## src/rtl/kernel_window_sequencer_pkg.sv

```systemverilog
// Shared types and elaboration-time helpers for the kernel window sequencer.
package kernel_seq_pkg;

  typedef enum logic {
    IDLE,
    RUN
  } seq_state_e;

  // Number of window positions along one axis.
  function automatic int unsigned out_dim(input int unsigned img,
                                          input int unsigned k,
                                          input int unsigned stride);
    return (img - k) / stride + 1;
  endfunction

  // Bits needed to hold 0..n-1, never less than one bit.
  function automatic int unsigned clog2_min1(input int unsigned n);
    int unsigned w;
    w = 0;
    for (int unsigned i = 0; i < 32; i++) begin
      if ((64'd1 << i) < 64'(n)) w = i + 1;
    end
    return (w == 0) ? 1 : w;
  endfunction

endpackage

```

## src/rtl/kernel_window_sequencer_if.sv

```systemverilog
// Control/status bundle between the convolution datapath and the sequencer.
interface kernel_window_sequencer_if
  import kernel_seq_pkg::*;
#(
  parameter int unsigned IMG_W  = 4,
  parameter int unsigned IMG_H  = 4,
  parameter int unsigned K      = 3,
  parameter int unsigned STRIDE = 1
);
  localparam int unsigned OUT_W = out_dim(IMG_W, K, STRIDE);
  localparam int unsigned OUT_H = out_dim(IMG_H, K, STRIDE);
  localparam int unsigned TAP_W = clog2_min1(K * K);
  localparam int unsigned K_W   = clog2_min1(K);
  localparam int unsigned OR_W  = clog2_min1(OUT_H);
  localparam int unsigned OC_W  = clog2_min1(OUT_W);
  localparam int unsigned PR_W  = clog2_min1(IMG_H);
  localparam int unsigned PC_W  = clog2_min1(IMG_W);

  logic             start;
  logic             adv;
  logic             clear;
  logic             busy;
  logic             valid;
  logic [TAP_W-1:0] tap_idx;
  logic [K_W-1:0]   kr;
  logic [K_W-1:0]   kc;
  logic [OR_W-1:0]  out_r;
  logic [OC_W-1:0]  out_c;
  logic [PR_W-1:0]  pix_r;
  logic [PC_W-1:0]  pix_c;
  logic             first;
  logic             last;
  logic             done;

  modport master (
    output start, adv, clear,
    input  busy, valid, tap_idx, kr, kc, out_r, out_c, pix_r, pix_c, first, last, done
  );

  modport slave (
    input  start, adv, clear,
    output busy, valid, tap_idx, kr, kc, out_r, out_c, pix_r, pix_c, first, last, done
  );
endinterface

```

## src/rtl/kernel_window_sequencer_mod_counter.sv

```systemverilog
// Modulo-MOD counter; wrap flags the enabled step from MOD-1 back to 0 so
// instances can be chained as a mixed-radix counter.
module mod_counter
  import kernel_seq_pkg::*;
#(
  parameter int unsigned MOD   = 3,
  parameter int unsigned WIDTH = clog2_min1(MOD)
) (
  input  logic             clk,
  input  logic             reset_n,
  input  logic             clear,
  input  logic             enable,
  output logic [WIDTH-1:0] count,
  output logic             wrap
);

  assign wrap = enable & (count == WIDTH'(MOD - 1));

  // Count register: synchronous clear wins over enable.
  always_ff @(posedge clk or negedge reset_n) begin
    if (!reset_n) begin
      count <= '0;
    end else if (clear) begin
      count <= '0;
    end else if (enable) begin
      count <= wrap ? '0 : count + WIDTH'(1);
    end
  end

endmodule

```

## src/rtl/kernel_window_sequencer.sv

```systemverilog
// Convolution scan sequencer: walks kernel taps (KC fastest) inside each
// output window (OC, then OR) and reports tap/window/pixel coordinates.
module kernel_window_sequencer
  import kernel_seq_pkg::*;
#(
  parameter int unsigned IMG_W      = 4,
  parameter int unsigned IMG_H      = 4,
  parameter int unsigned K          = 3,
  parameter int unsigned STRIDE     = 1,
  parameter bit          CONTINUOUS = 1'b0
) (
  input logic                      clk,
  input logic                      reset_n,
  kernel_window_sequencer_if.slave bus
);

  localparam int unsigned OUT_W = out_dim(IMG_W, K, STRIDE);
  localparam int unsigned OUT_H = out_dim(IMG_H, K, STRIDE);
  localparam int unsigned TAP_W = clog2_min1(K * K);
  localparam int unsigned K_W   = clog2_min1(K);
  localparam int unsigned OR_W  = clog2_min1(OUT_H);
  localparam int unsigned OC_W  = clog2_min1(OUT_W);
  localparam int unsigned PR_W  = clog2_min1(IMG_H);
  localparam int unsigned PC_W  = clog2_min1(IMG_W);

  seq_state_e      state_q;
  seq_state_e      state_d;
  logic            run;
  logic            step;
  logic            kc_wrap;
  logic            kr_wrap;
  logic            oc_wrap;
  logic            frame_end;
  logic            done_q;
  logic [K_W-1:0]  kc;
  logic [K_W-1:0]  kr;
  logic [OC_W-1:0] out_c;
  logic [OR_W-1:0] out_r;

  assign run  = (state_q == RUN);
  assign step = run & bus.adv & ~bus.clear;

  // Indices only move in RUN, and the full carry chain returns them to zero
  // on the final tap, so IDLE needs no separate zeroing beyond CLEAR.
  mod_counter #(.MOD(K)) u_kc (
    .clk(clk), .reset_n(reset_n), .clear(bus.clear),
    .enable(step), .count(kc), .wrap(kc_wrap)
  );

  mod_counter #(.MOD(K)) u_kr (
    .clk(clk), .reset_n(reset_n), .clear(bus.clear),
    .enable(kc_wrap), .count(kr), .wrap(kr_wrap)
  );

  mod_counter #(.MOD(OUT_W)) u_oc (
    .clk(clk), .reset_n(reset_n), .clear(bus.clear),
    .enable(kr_wrap), .count(out_c), .wrap(oc_wrap)
  );

  mod_counter #(.MOD(OUT_H)) u_or (
    .clk(clk), .reset_n(reset_n), .clear(bus.clear),
    .enable(oc_wrap), .count(out_r), .wrap(frame_end)
  );

  // State register.
  always_ff @(posedge clk or negedge reset_n) begin
    if (!reset_n) begin
      state_q <= IDLE;
    end else begin
      state_q <= state_d;
    end
  end

  // Next state: START from IDLE, frame end leaves RUN unless continuous, CLEAR dominates.
  always_comb begin
    state_d = state_q;
    unique case (state_q)
      IDLE: if (bus.start) state_d = RUN;
      RUN:  if (frame_end && !CONTINUOUS) state_d = IDLE;
      default: state_d = IDLE;
    endcase
    if (bus.clear) state_d = IDLE;
  end

  // Frame-complete pulse, one cycle after the final tap is accepted.
  always_ff @(posedge clk or negedge reset_n) begin
    if (!reset_n) begin
      done_q <= 1'b0;
    end else begin
      done_q <= frame_end;
    end
  end

  assign bus.busy    = run;
  assign bus.valid   = run;
  assign bus.done    = done_q;
  assign bus.kr      = kr;
  assign bus.kc      = kc;
  assign bus.out_r   = out_r;
  assign bus.out_c   = out_c;
  assign bus.tap_idx = TAP_W'(32'(kr) * K + 32'(kc));
  assign bus.pix_r   = PR_W'(32'(out_r) * STRIDE + 32'(kr));
  assign bus.pix_c   = PC_W'(32'(out_c) * STRIDE + 32'(kc));
  assign bus.first   = run & (kr == '0) & (kc == '0);
  assign bus.last    = run & (kr == K_W'(K - 1)) & (kc == K_W'(K - 1));

endmodule
```

## src/flat_wrapper.sv

```systemverilog
// flat-port wrapper written by rule: the top's interface ports become plain ports
module kernel_window_sequencer_flat import kernel_seq_pkg::*;
#(
  parameter int unsigned IMG_W      = 4,
  parameter int unsigned IMG_H      = 4,
  parameter int unsigned K          = 3,
  parameter int unsigned STRIDE     = 1,
  parameter bit          CONTINUOUS = 1'b0
)
  (clk, reset_n, bus_start, bus_adv, bus_clear, bus_busy, bus_valid, bus_tap_idx, bus_kr, bus_kc, bus_out_r, bus_out_c, bus_pix_r, bus_pix_c, bus_first, bus_last, bus_done);
  kernel_window_sequencer_if #(.IMG_W(IMG_W), .IMG_H(IMG_H), .K(K), .STRIDE(STRIDE)) bus_i ();
  input logic clk;
  input logic reset_n;
  input wire logic [$bits(bus_i.start)-1:0] bus_start;
  input wire logic [$bits(bus_i.adv)-1:0] bus_adv;
  input wire logic [$bits(bus_i.clear)-1:0] bus_clear;
  output wire logic [$bits(bus_i.busy)-1:0] bus_busy;
  output wire logic [$bits(bus_i.valid)-1:0] bus_valid;
  output wire logic [$bits(bus_i.tap_idx)-1:0] bus_tap_idx;
  output wire logic [$bits(bus_i.kr)-1:0] bus_kr;
  output wire logic [$bits(bus_i.kc)-1:0] bus_kc;
  output wire logic [$bits(bus_i.out_r)-1:0] bus_out_r;
  output wire logic [$bits(bus_i.out_c)-1:0] bus_out_c;
  output wire logic [$bits(bus_i.pix_r)-1:0] bus_pix_r;
  output wire logic [$bits(bus_i.pix_c)-1:0] bus_pix_c;
  output wire logic [$bits(bus_i.first)-1:0] bus_first;
  output wire logic [$bits(bus_i.last)-1:0] bus_last;
  output wire logic [$bits(bus_i.done)-1:0] bus_done;
  assign bus_i.start = bus_start;
  assign bus_i.adv = bus_adv;
  assign bus_i.clear = bus_clear;
  assign bus_busy = bus_i.busy;
  assign bus_valid = bus_i.valid;
  assign bus_tap_idx = bus_i.tap_idx;
  assign bus_kr = bus_i.kr;
  assign bus_kc = bus_i.kc;
  assign bus_out_r = bus_i.out_r;
  assign bus_out_c = bus_i.out_c;
  assign bus_pix_r = bus_i.pix_r;
  assign bus_pix_c = bus_i.pix_c;
  assign bus_first = bus_i.first;
  assign bus_last = bus_i.last;
  assign bus_done = bus_i.done;
  kernel_window_sequencer #(.IMG_W(IMG_W), .IMG_H(IMG_H), .K(K), .STRIDE(STRIDE), .CONTINUOUS(CONTINUOUS)) u_core (.clk(clk), .reset_n(reset_n), .bus(bus_i));
endmodule
```

## config.mk

```make
export PLATFORM = sky130hd
export DESIGN_NAME = kernel_window_sequencer_flat
export DESIGN_NICKNAME = d
export VERILOG_FILES = /design/src/rtl/kernel_window_sequencer_pkg.sv /design/src/rtl/kernel_window_sequencer_if.sv /design/src/rtl/kernel_window_sequencer_mod_counter.sv /design/src/rtl/kernel_window_sequencer.sv /design/src/flat_wrapper.sv
export SDC_FILE = /design/constraint.sdc
export NUM_CORES = 1
export LEC_CHECK = 0
export ABC_AREA = 0
export ABC_CLOCK_PERIOD_IN_PS = 2000
export CORE_AREA = 2 2 42 44
export CTS_CLUSTER_SIZE = 24
export DETAILED_ROUTE_END_ITERATION = 12
export DIE_AREA = 0 0 44 46
export PLACE_DENSITY = 0.76
export SYNTH_ARGS = -nofsm -noshare
export SYNTH_HDL_FRONTEND = slang
export SYNTH_HIERARCHICAL = 1
export SYNTH_SLANG_ARGS = --single-unit
```

## constraint.sdc

```tcl
create_clock -name clk -period 2 [get_ports clk]
set_input_delay 0.4 -clock clk [delete_from_list [all_inputs] [get_ports clk]]
set_output_delay 0.4 -clock clk [all_outputs]
set_load 0.05 [all_outputs]
```

==> load_flow_metrics.sql <==
INSERT INTO impl_metrics (metric_group, metric, value, unit) VALUES
('run_status', 'outcome', 'complete, but fails checks', ''),
('run_status', 'failed_checks', 'negative setup slack', ''),
('floorplan', 'ios', '24', ''),
('floorplan', 'core_area', '1610', 'um2'),
('final_layout', 'drive_gt1_share', '48.9', '%'),
('timing', 'setup_ws', '-0.553', 'ns'),
('floorplan', 'fp-row-count', '15', ''),
('floorplan', 'initial_utilization', '33.6', '%'),
('final_layout', 'fin_cells', '105', ''),
('critical_path', 'timing.critical_path.max_delay_family', 'adder cells', ''),
('timing', 'timing_worst_slew_pin_value', '0.498', 'ns'),
('timing', 'max-slew-margin-rel', '66.7', '%'),
('timing', 'clock-skew-final', '0.00531', 'ns'),
('timing', 'fmaxAchievable', '392', 'MHz'),
('placement', 'dp.cells', '100', ''),
('power', 'power.density_cell_area', '367', 'nW/um2'),
('detailed_routing', 'number_of_drc_markers_in_iteration_0', '0', ''),
('detailed_routing', 'vias', '489', ''),
('final_layout', 'layout.cells.most_common', 'sky130_fd_sc_hd__buf_4', ''),
('critical_path', 'crit_chain', 'inv_2 > fa_1 > inv_2 > ha_4 > inv_2 > fa_1 > clkinvlp_4 > buf_12', ''),
('floorplan', 'floorplan.die.height', '46', 'um'),
('final_layout', 'flow.area_growth_from_synthesis', '90.6', '%'),
('synthesis', 'syn_area_per_cell', '10.6', 'um2'),
('min_path', 'hold_class', 'in -> async', ''),
('critical_path', 'element_type_at_the_critical_path_start', 'register', ''),
('final_layout', 'finish.net_count', '102', ''),
('grt', 'grt-ovfl-total', '0', ''),
('timing', 'final_min_period', '2.55', 'ns'),
('placement', 'numPortBuffers', '23', ''),
('synthesis', 'post_synth_num_cell_types', '18', ''),
('synthesis', 'syn-instance-count', '51', ''),
('clock_tree', 'cts_buffers', '3', ''),
('final_layout', 'top_library_cells_by_usage_in_the_layout_fill_and_taps_aside', 'sky130_fd_sc_hd__buf_4 (15), sky130_fd_sc_hd__buf_12 (10), sky130_fd_sc_hd__clkdlybuf4s50_1 (8)', ''),
('synthesis', 'ys.warnings.count', '6', ''),
('placement', 'place.gp.congestion', '0.711', ''),
('floorplan', 'die_width', '44', 'um'),
('synthesis', 'synth.cell_area', '543', 'um2'),
('grt', 'wire_length_of_the_first_global_routing_pass', '2160', 'um'),
('critical_path', 'critical_path_class', 'reg -> out', ''),
('synthesis', 'synth_top_cell_area_share', '36.9', '%'),
('grt', 'maximum_number_of_pins_on_one_net_before_global_route_repair', '9', ''),
('synthesis', 'synth_sequential_area_ratio', '36.9', '%'),
('timing', 'setup_repair_after_global_routing_missed_its_margin', 'true', ''),
('critical_path', 'slowest_stage', 'sky130_fd_sc_hd__fa_1', ''),
('critical_path', 'endpoint_kind', 'output port', ''),
('critical_path', 'critical_path_arrival', '2.15', 'ns'),
('clock_tree', 'cts-root-buf', 'sky130_fd_sc_hd__clkbuf_4', ''),
('flow_run', 'maxCapViolCount', '0', ''),
('timing', 'post-route-period-util', '128', '%'),
('clock_tree', 'worstSkewPairLatency', '0.26', 'ns'),
('detailed_routing', 'routed_wl', '1280', 'um'),
('grt', 'antenna_found_initial', '0', ''),
('synthesis', 'synth_area_leader', 'sky130_fd_sc_hd__dfrtp_1', ''),
('clock_tree', 'cts_max_path_buffers', '2', ''),
('critical_path', 'cp.buffers_inverters', '5', ''),
('synthesis', 'post_synth_main_area_contributors', 'sky130_fd_sc_hd__dfrtp_1 (37%), sky130_fd_sc_hd__ha_1 (14%), sky130_fd_sc_hd__fa_1 (7.4%)', ''),
('detailed_routing', 'viasPerCell', '4.66', ''),
('critical_path', 'worst_ep_required_time', '1.60', 'ns'),
('synthesis', 'synth.net_count', '64', ''),
('placement', 'detailed_place_hpwl', '977', 'um'),
('detailed_routing', 'detail_route.drc_violations', '0', ''),
('floorplan', 'floorplan.die_area', '2020', 'um2'),
('detailed_routing', 'final_antenna_net_count', '0', ''),
('clock_tree', 'cts_hold_repair.buffers', '0', ''),
('power', 'vdd.ir_drop.worst', '0.000291', 'V'),
('timing', 'hold_violations', '0', ''),
('timing', 'timing.final.setup_violations', '3', ''),
('synthesis', 'synth.ff_latch_count', '8', ''),
('clock_tree', 'cts_tree', 'done', ''),
('final_layout', 'antenna_cells_inserted', '0', ''),
('timing', 'timing.final.max_slew_violations', '0', '');
==> report_power, final <==
part	internal [uW]	switching (uW)	total, uW
Combinational	36.3	43.1	79.4
Clock	76.4	56.7	133
Sequential	164	2.97	167
Total	277	103	380
==> per-layer routing <==
| metal | vias up | global-route usage, % | wire length [um] |
|---|---|---|---|
| li1 | 244 | - | - |
| met1 | 226 | 16.5 | 517 |
| met2 | 19 | 26.8 | 640 |
| met3 | 0 | 7.54 | 120 |
| met4 | 0 | 3.64 | 0 |
| met5 | - | 0 | 0 |
==> cells by family (layout without fill, tap and decap cells) <==
kind of cell	after synthesis	after routing	share of synthesized area, %
xor gates and xnor gates	4	4	6.45
and+or+nand+nor	18	18	24.2
buffers and inverters	8	45	6.22
DFF	8	8	36.9
adders and majority gates	8	8	21.2
AOI/OAI and AO/OA	5	5	5.07
==> sequential cells by signal, indices dropped and copies added, names as in the netlist <==
name and cells:
u_core/u_or/count 1, u_core/bus.busy 1, u_core/u_kc/count 2, u_core/u_oc/count 1
u_core/bus.done 1, u_core/u_kr/count 2
==> metrics by stage <==
| stage | total power [uW] | hold slack (ns) | cell area, um2 | setup TNS, ns | utilization [%] |
|---|---|---|---|---|---|
| 2_1_floorplan | 208 | 0.104 | 568 | -1.30 | - |
| 3_3_place_gp | 247 | 0.556 | 977 | -0.556 | 60.5 |
| 3_5_place_dp | 248 | 0.580 | 977 | -0.642 | 60.5 |
| 4_1_cts | 385 | 0.431 | 1000 | -1.10 | 62.2 |
| 5_1_grt | 407 | 0.446 | 1030 | -1.22 | 64.1 |
| 6_report | 380 | 0.429 | 1030 | -1.00 | 64.1 |
==> cell usage after synthesis, drive strengths merged <==
cell / n
a211oi: 1
a21oi: 4
and2: 2
and3b: 3
and4b: 1
buf: 1
dfrtp: 8
fa: 2
ha: 6
inv: 7
nand2b: 4
nand3b: 2
nor2: 3
nor4bb: 1
or3b: 2
xnor2: 2
xor2: 2
==> final timing paths <==
| check | cells after the start | slack [ns] | endpoint | startpoint |
|---|---|---|---|---|
| min | 1 | 0.43 | u_core/u_kc/count[0] | reset_n |
| max reg2reg | 6 | 0.25 | u_core/bus.busy | u_core/bus.busy |
| min in group clk | 1 | 0.58 | u_core/bus.busy | u_core/bus.busy |
| max | 8 | -0.55 | bus_tap_idx[2] | u_core/u_kr/count[0] |
| max in group asynchronous | 1 | 1.27 | u_core/u_kc/count[1] | reset_n |
| min reg2reg | 1 | 0.58 | u_core/bus.busy | u_core/bus.busy |
==> timing repair <==
| item | in CTS | in global routing |
|---|---|---|
| pin swaps | 0 | 1 |
| buffers inserted | 0 | 1 |
| setup endpoints to repair | 3 | 4 |
| gates resized for setup | 0 | 5 |
==> cell type report <==
cell class,count,area (um2)
clock buffers,4,26.3
fillers,135,579
inverters,7,33.8
multi-input cells,35,344
flip-flops and latches,8,204
well taps,17,21.3
repair buffers,34,405
(Power assumes the default switching activity.)
